File: config.mk
export PLATFORM = sky130hd
export DESIGN_NAME = sdram_writer
export DESIGN_NICKNAME = d
export VERILOG_FILES = /design/src/rtl/sdram_writer.sv
export SDC_FILE = /design/constraint.sdc
export NUM_CORES = 1
export LEC_CHECK = 0
export ABC_AREA = 1
export BUFFER_PORTS_ARGS = -buffer_cell sky130_fd_sc_hd__clkbuf_2
export CORE_UTILIZATION = 35
export DETAILED_ROUTE_END_ITERATION = 8
export SETUP_SLACK_MARGIN = 0.3
export SYNTH_ARGS = -nofsm -noshare
export SYNTH_HDL_FRONTEND = slang
export SYNTH_SLANG_ARGS = --single-unit
File: constraint.sdc
create_clock -name i_clk -period 1.65 [get_ports i_clk]
set_input_delay 0.0825 -clock i_clk [delete_from_list [all_inputs] [get_ports i_clk]]
set_output_delay 0.0825 -clock i_clk [all_outputs]
set_load 0.005 [all_outputs]
File: src/rtl/sdram_writer.sv
// Avalon-MM write master: stores one NDWORDS-dword record per request as
// 2*NDWORDS 16-bit beats at baseaddr + index*NDWORDS*4, low halfword first.
module sdram_writer #(
   parameter int unsigned NDWORDS = 3
) (
   input  logic                    i_clk,
   input  logic                    i_rstn,
   input  logic [31:0]             baseaddr,
   input  logic [31:0]             index,
   input  logic                    write,
   input  logic [32*NDWORDS-1:0]   data,
   output logic                    oready,
   output logic                    odone,
   output logic                    avm_m0_write,
   output logic [31:0]             avm_m0_address,
   output logic [15:0]             avm_m0_writedata,
   output logic [1:0]              avm_m0_byteenable,
   input  logic                    avm_m0_waitrequest
);

   localparam int unsigned DATA_W    = 32 * NDWORDS;
   localparam int unsigned NBEATS    = 2 * NDWORDS;
   localparam int unsigned BEAT_W    = (NBEATS > 2) ? $clog2(NBEATS) : 1;
   localparam logic [BEAT_W-1:0] LAST_BEAT = BEAT_W'(NBEATS - 1);
   localparam logic [31:0]       REC_BYTES = 32'(NDWORDS * 4);

   typedef enum logic {
      IDLE  = 1'b0,
      WRITE = 1'b1
   } state_t;

   state_t              state;
   logic [BEAT_W-1:0]   beat;
   logic [DATA_W-1:0]   payload;
   logic [31:0]         start_c;

   // Record start address; product and sum wrap modulo 2^32.
   assign start_c = baseaddr + index * REC_BYTES;

   // payload holds the halfwords not yet presented, next one in bits [15:0].
   always_ff @(posedge i_clk or negedge i_rstn) begin
      if (!i_rstn) begin
         state             <= IDLE;
         beat              <= '0;
         payload           <= '0;
         oready            <= 1'b1;
         odone             <= 1'b0;
         avm_m0_write      <= 1'b0;
         avm_m0_address    <= '0;
         avm_m0_writedata  <= '0;
         avm_m0_byteenable <= 2'b11;
      end else begin
         odone <= 1'b0;
         case (state)
            IDLE: begin
               if (write) begin
                  state            <= WRITE;
                  oready           <= 1'b0;
                  avm_m0_write     <= 1'b1;
                  avm_m0_address   <= start_c;
                  avm_m0_writedata <= data[15:0];
                  payload          <= data >> 16;
                  beat             <= '0;
               end
            end
            WRITE: begin
               if (!avm_m0_waitrequest) begin
                  if (beat == LAST_BEAT) begin
                     state        <= IDLE;
                     oready       <= 1'b1;
                     odone        <= 1'b1;
                     avm_m0_write <= 1'b0;
                  end else begin
                     beat             <= beat + 1'b1;
                     avm_m0_address   <= avm_m0_address + 32'd2;
                     avm_m0_writedata <= payload[15:0];
                     payload          <= payload >> 16;
                  end
               end
            end
            default: state <= IDLE;
         endcase
      end
   end

endmodule

After elaboration in Yosys (flattened, before gate mapping)
Index checks and enable logic that the tools add are counted.
{"block": "totals", "reg_bits": 151, "latch_bits": 0, "mem_bits_rw": 0, "mem_bits_ro": 0, "inputBits": 164, "output_inout_bits": 53, "word_cells": 51, "memories": 0}
{"block": "classes", "n_addsub": 3, "n_mul": 1, "n_div": 0, "order_cmp": 0, "n_eq_ne": 5, "shift": 0, "muxes": 31, "n_bitwise": 1, "n_reduce_logical": 2}
{"operator": "two-way mux 96 bit", "n": 3}
{"operator": "one-hot mux 96 bit (2 select lines)", "n": 1}
{"operator": "two-way mux 32 bit", "n": 3}
{"operator": "one-hot mux 32 bit (2 select lines)", "n": 1}
{"operator": "two-way mux 16 bit", "n": 3}
{"operator": "adder 32 x 2 -> 32 bit, second input constant", "n": 1}
{"operator": "adder 32 bit", "n": 1}
{"operator": "multiplier 32 x 2 -> 30 bit, second input constant", "n": 1}
{"operator": "one-hot mux 16 bit (2 select lines)", "n": 1}
{"operator": "two-way mux 1 bit", "n": 12}
{"operator": "two-way mux 3 bit", "n": 3}
{"operator": "!= test 2 bit, second input constant", "n": 3}
{"operator": "one-hot mux 1 bit (2 select lines)", "n": 3}
{"operator": "one-hot mux 3 bit (2 select lines)", "n": 1}
{"operator": "AND reduction 3 bit", "n": 2}
{"operator": "adder 3 x 1 -> 3 bit, second input constant", "n": 1}
{"operator": "== test 3 bit, second input constant", "n": 1}
{"operator": "!= test 2 x 1 -> 1 bit, second input constant", "n": 1}
{"operator": "inverter 1 bit", "n": 1}

Longest topological paths before layout
{"block": "depth", "depth_word": 4, "depth_mapped": 24, "mapped_depth_nobuf": 24}

Worst setup path after synthesis
No wires, ideal clock.
{"block": "synth_path", "path_type": "input port to flip-flop", "from": "input index[0]", "to": "register avm_m0_address[27]", "setup_ps": 84, "arrival_time_ps": 2781, "t_required_ps": 1566, "slack_ps": -1215, "cell_stages": 18, "path_buffers": 0, "path_cell_list": "ha_1 -> fa_1 -> nand3_1 -> nand2_1 -> a21oi_1 -> inv_1 -> a21oi_1 -> nor2_1 -> nor2_1 -> xnor2_1 -> ha_1 -> nand2_1 -> nor2_1 -> nand2_1 -> or2_2 -> nand4_1 -> nand3_1 -> a21boi_0"}
{"block": "synth_between", "elab_chain_cells": 4}
{"element": "from (decl)", "line": "9", "text": "input logic [31:0] index,"}
{"element": "multiplier 32 x 2 -> 30 bit", "line": "38", "text": "assign start_c = baseaddr + index * REC_BYTES;"}
{"element": "adder 32 bit", "line": "38"}
{"element": "two-way mux 32 bit", "line": "56", "text": "if (write) begin"}
{"element": "one-hot mux 32 bit (2 select lines)", "line": "54", "text": "case (state)"}
{"element": "to (signal assigned)", "line": "60", "text": "avm_m0_address <= start_c;"}
{"element": "to (signal assigned)", "line": "75", "text": "avm_m0_address <= avm_m0_address + 32'd2;"}
{"element": "to (decl)", "line": "15", "text": "output logic [31:0] avm_m0_address,"}
Every way passes these cells. The select of a mux whose other input is x is not followed.
A chain may end at the register's enable or synchronous reset.

Final worst setup path
{"block": "layout_path", "from": "input index[1]", "to": "register avm_m0_address[15]"}
The elaborated chain is that of the path after synthesis.

==> results list <==
* Number of buffer and inverter stages on the critical path: 5
- For the worst-skew pair, the clock arrives at the later sink with an insertion delay of 440 ps.
- Hold timing on the final database bottoms out at a slack of -40.8 ps.
- Number of synthesized flops with an enable pin: 0
- Number of pins exceeding their max-slew limit in the final report: 0
- The largest single stage delay on the critical path is around 300 ps.
- Post-detailed-route via-to-cell ratio: 5.48
- Warnings, synthesis: 2
* Die area: 0.0287 sq mm
* Area occupied by registers: around 0.0034 sq mm
- Multi-input gate area: 0.00790 sq mm
* Via count of the first global-routing pass: around 13,000
- Peak Freq: 0.384 GHz
* Total count of hold-check failures in the final report: 1
- CP top delay family: simple AND/OR/NAND/NOR gates
* Die X-Extent: approximately 170 um
- Setup total negative slack: -57,570 ps
* Pre-antenna DRT Iters: 6
- Counting the buffers created by CTS gives 17.
- Once routing completed, OpenROAD measured the worst setup slack at -953 ps.
- Power spread over the standard cell area amounts to 1590 mW/mm^2.
- Gr ovfl total: 0
- Dividing the synthesized area by the synthesized cell count gives 7.08 sq um.
- The startpoint identified for the worst register-to-register timing path is beat[0].
- Worst endpoint required time: between 1500 and 2000 ps
- FF-to-FF setup slack: -650 ps
- Of the post-synthesis cell area, the dominant cell type holds 34.1%.
* Violated checks: negative hold slack, negative setup slack
- Number of failing setup endpoints in the final timing report: approximately 140
- Element type at the critical path start: input port
* Lkg Pwr: 8.48 nW
- Fill cells in the final layout number 2,004.
* Number of cells on the critical path: 22
- Tcrit/Tclk final: 158%
* Number of unique standard cell types used by synthesis: 48
- Clock tree from TritonCTS: done
* Share of final-layout standard cells stronger than drive strength 1: a little under half
- The final route contains 13,118 vias.
* Destination of the critical timing path: avm_m0_address[15]
- Synthesis-to-finish area growth: 87.5%
- Worst Skew: 16.2 ps
* Post-synthesis cell area: 0.00982 sq mm
- The largest individual stage delay along the critical path comes from the cell sky130_fd_sc_hd__ha_1.
- Tot GR Track Use: 31.0%
* Top post-synthesis cells by count: 307 x sky130_fd_sc_hd__nand2_1, 241 x sky130_fd_sc_hd__nor2_1, 134 x sky130_fd_sc_hd__dfrtp_1
- Cells fill 67.6% of the core in the end.
* Arrival time of the worst setup path: approximately 2900 ps
* Clock tree sinks: around 140
- DR iter-0 viols: 1,340
- Max_cap viols: 0
- Aggregate routed wire length: about 50,000 um
* Worst-Margin Slew: 523 ps
- Traced cell by cell, the critical path runs through buf_8 > buf_6 > ha_4 > nand3_1 > nand2_2 > nand2_2 > nand2_2 > nand4_1 > nand2_2 > buf_6 > buf_4 > xor2_1 > ha_1 > nand2_2 > inv_1 > nand2_1 > nand2_1 > a21oi_2 > nand2_4 > or2_2 > nand3_1 > a2bb2oi_1.
- Largest net degree at the start of global routing: 46
- HPWL reported at the end of detailed placement: 27,500 um
* Dpl ws: -1540 ps
* Post-layout min period: 2600 ps
- After clock tree synthesis, the clock-pin slew on the worst setup and hold paths is about 60 ps.
- In this run the core area contains 60 standard-cell rows.
* Cell type contributing the most total cell area after synthesis: sky130_fd_sc_hd__dfrtp_1
- H-tree levels: 4
- Kind of end point of the critical path: flip-flop
* Drc violations: 0
- For this configuration, the core starts out at a cell density of a little over a third.
* Number of buffers inserted by hold repair at cts: 100
* Fraction of registers with async set/reset: 100%
- Buffers from clock root to sink, at most: 2
- Path type of the worst min-delay path: input port to flip-flop
- At the end of routability-driven placement, the weighted congestion stood at 0.944.
* FF-to-FF path depth: 13
- The number of antenna violations at the first check in global routing is 5.
- Endpoint of the most critical register-to-register path: payload[50]
- After synthesis, the cell types taking the most area are sky130_fd_sc_hd__dfrtp_1 34%, sky130_fd_sc_hd__nand2_1 12%, sky130_fd_sc_hd__nor2_1 9.2%.
* Core outline area: 0.0273 sq mm
* Critical Path Most Common Cell: sky130_fd_sc_hd__nand2_2
* Relative slew margins: ~65%
- The critical path is of the input port to flip-flop type.
- Pin placement for this block handled 217 I/O pins.
- Post-synthesis cell count: 1,388
- Of all nets on the critical path, the largest fanout is 5.
- Port Buffers: 212
- The root buffer cell chosen for the clock tree is sky130_fd_sc_hd__clkbuf_16.
- Top-count cell post-synth: sky130_fd_sc_hd__nand2_1
- After synthesis the netlist holds a flip-flop and latch count of 135.
- Result of the run: complete, but fails checks
* First-pass GRT wire length: 69,000 um
- IR analysis of the VDD net gives a maximum drop of 0.906 mV.
- Setup repair after global routing could not meet its margin everywhere.
- Net count reported at finish: 2,235
- The die is 170 um tall.
- In the synthesized netlist the dominant register cell turns out to be sky130_fd_sc_hd__dfrtp_1.
- After detailed routing, the average wire length per cell comes to 21.4 um.
- Portion of the post-synthesis area used by sequential elements: 34.4%
- Remaining number of nets flagged by the antenna check after routing: 0
* First element of the critical path: index[1]
==> per-layer routing <==
metal	global-route usage [%]	routed length, um	vias up
li1	-	-	5894
met1	33.6	18300	6205
met2	56.2	24500	735
met3	6.60	4670	280
met4	17.4	3610	4
met5	0	23	-
==> where the power goes <==
group	switching (W)	total, W	internal (W)
sequential	0.00188	0.00669	0.00481
clock	0.00170	0.00419	0.00249
combinational	0.00946	0.0185	0.00900
total	0.0130	0.0293	0.0163
==> how the worst min path moves through the flow <==
stage                 from                 to  depth (start not counted)
floorplan           i_rstn  avm_m0_address[0]                          0
global placement    i_rstn        payload[64]                          1
detailed placement  i_rstn        payload[64]                          1
CTS                  write              state                          3
global route         write              state                          3
finish               write              state                          3
==> tightest hold or removal path, delay by kind of cell <==
family / cells / cell delay, ps
buf+inv: 1 / 80
simple gates: 2 / 170
==> sequential cells by signal, summed over array words and instances, names as in the netlist <==
name	flops
odone	1
payload	80
avm_m0_writedata	16
avm_m0_address	32
avm_m0_write	1
oready	1
state	1
beat	3
==> cells by family (layout without fill, tap and decap cells) <==
logic type / Yosys count / count (layout) / synth area share, %
compound gates: 293 / 293 / 17.4
xor+xnor: 50 / 50 / 4.46
fa+ha+maj: 66 / 66 / 8.56
buf+inv: 172 / 800 / 7.21
flops: 135 / 135 / 34.4
other cells: 1 / 5 / 0.0382
simple gates: 671 / 672 / 27.9
==> stage by stage <==
stage	area [sq um]	hold WS, ps	total power (W)	cells
after floorplan	10500	-213	0.0127	1389
after global placement	13600	42.5	0.0173	2169
after detailed placement	13600	49.6	0.0175	2169
after CTS	17200	-64.4	0.0256	2362
after global routing	18400	-48.4	0.0306	2392
final	18400	-40.8	0.0293	2393
==> layout make-up <==
cell class                 count  share of cell area, %
antenna                        3                 0.0408
clock buffer                  20                   2.48
clock inverter                12                  0.904
inverter                     128                   2.72
multi-input combinational   1083                   42.9
sequential                   135                   18.3
tap                          372                   2.53
timing repair buffer         640                   30.1
==> layout by cell type (no fill, tap or decap), types with 21 or more instances in the layout <==
cell / count
sky130_fd_sc_hd__buf_4: 244
sky130_fd_sc_hd__nand2_1: 243
sky130_fd_sc_hd__clkbuf_2: 207
sky130_fd_sc_hd__nor2_1: 192
sky130_fd_sc_hd__dfrtp_1: 134
sky130_fd_sc_hd__inv_1: 110
sky130_fd_sc_hd__dlygate4sd3_1: 100
sky130_fd_sc_hd__a21oi_1: 61
sky130_fd_sc_hd__nand2_2: 54
sky130_fd_sc_hd__o22ai_4: 47
sky130_fd_sc_hd__nand3_1: 45
sky130_fd_sc_hd__nor2_2: 40
sky130_fd_sc_hd__ha_1: 40
sky130_fd_sc_hd__a21oi_2: 38
sky130_fd_sc_hd__o22ai_2: 37
sky130_fd_sc_hd__xor2_1: 35
sky130_fd_sc_hd__buf_6: 31
sky130_fd_sc_hd__nor3_1: 24
sky130_fd_sc_hd__buf_16: 24
sky130_fd_sc_hd__buf_12: 22
sky130_fd_sc_hd__ha_4: 21
==> repair_timing <==
item	4_1_cts	5_1_grt
hold endpoints to repair	214	1
resized for setup	243	205
buffers inserted	38	26
cloned	23	2
endpoints found under the setup margin	133	135
pin swaps	65	99
Note: power is estimated with default switching activity, not from simulation.
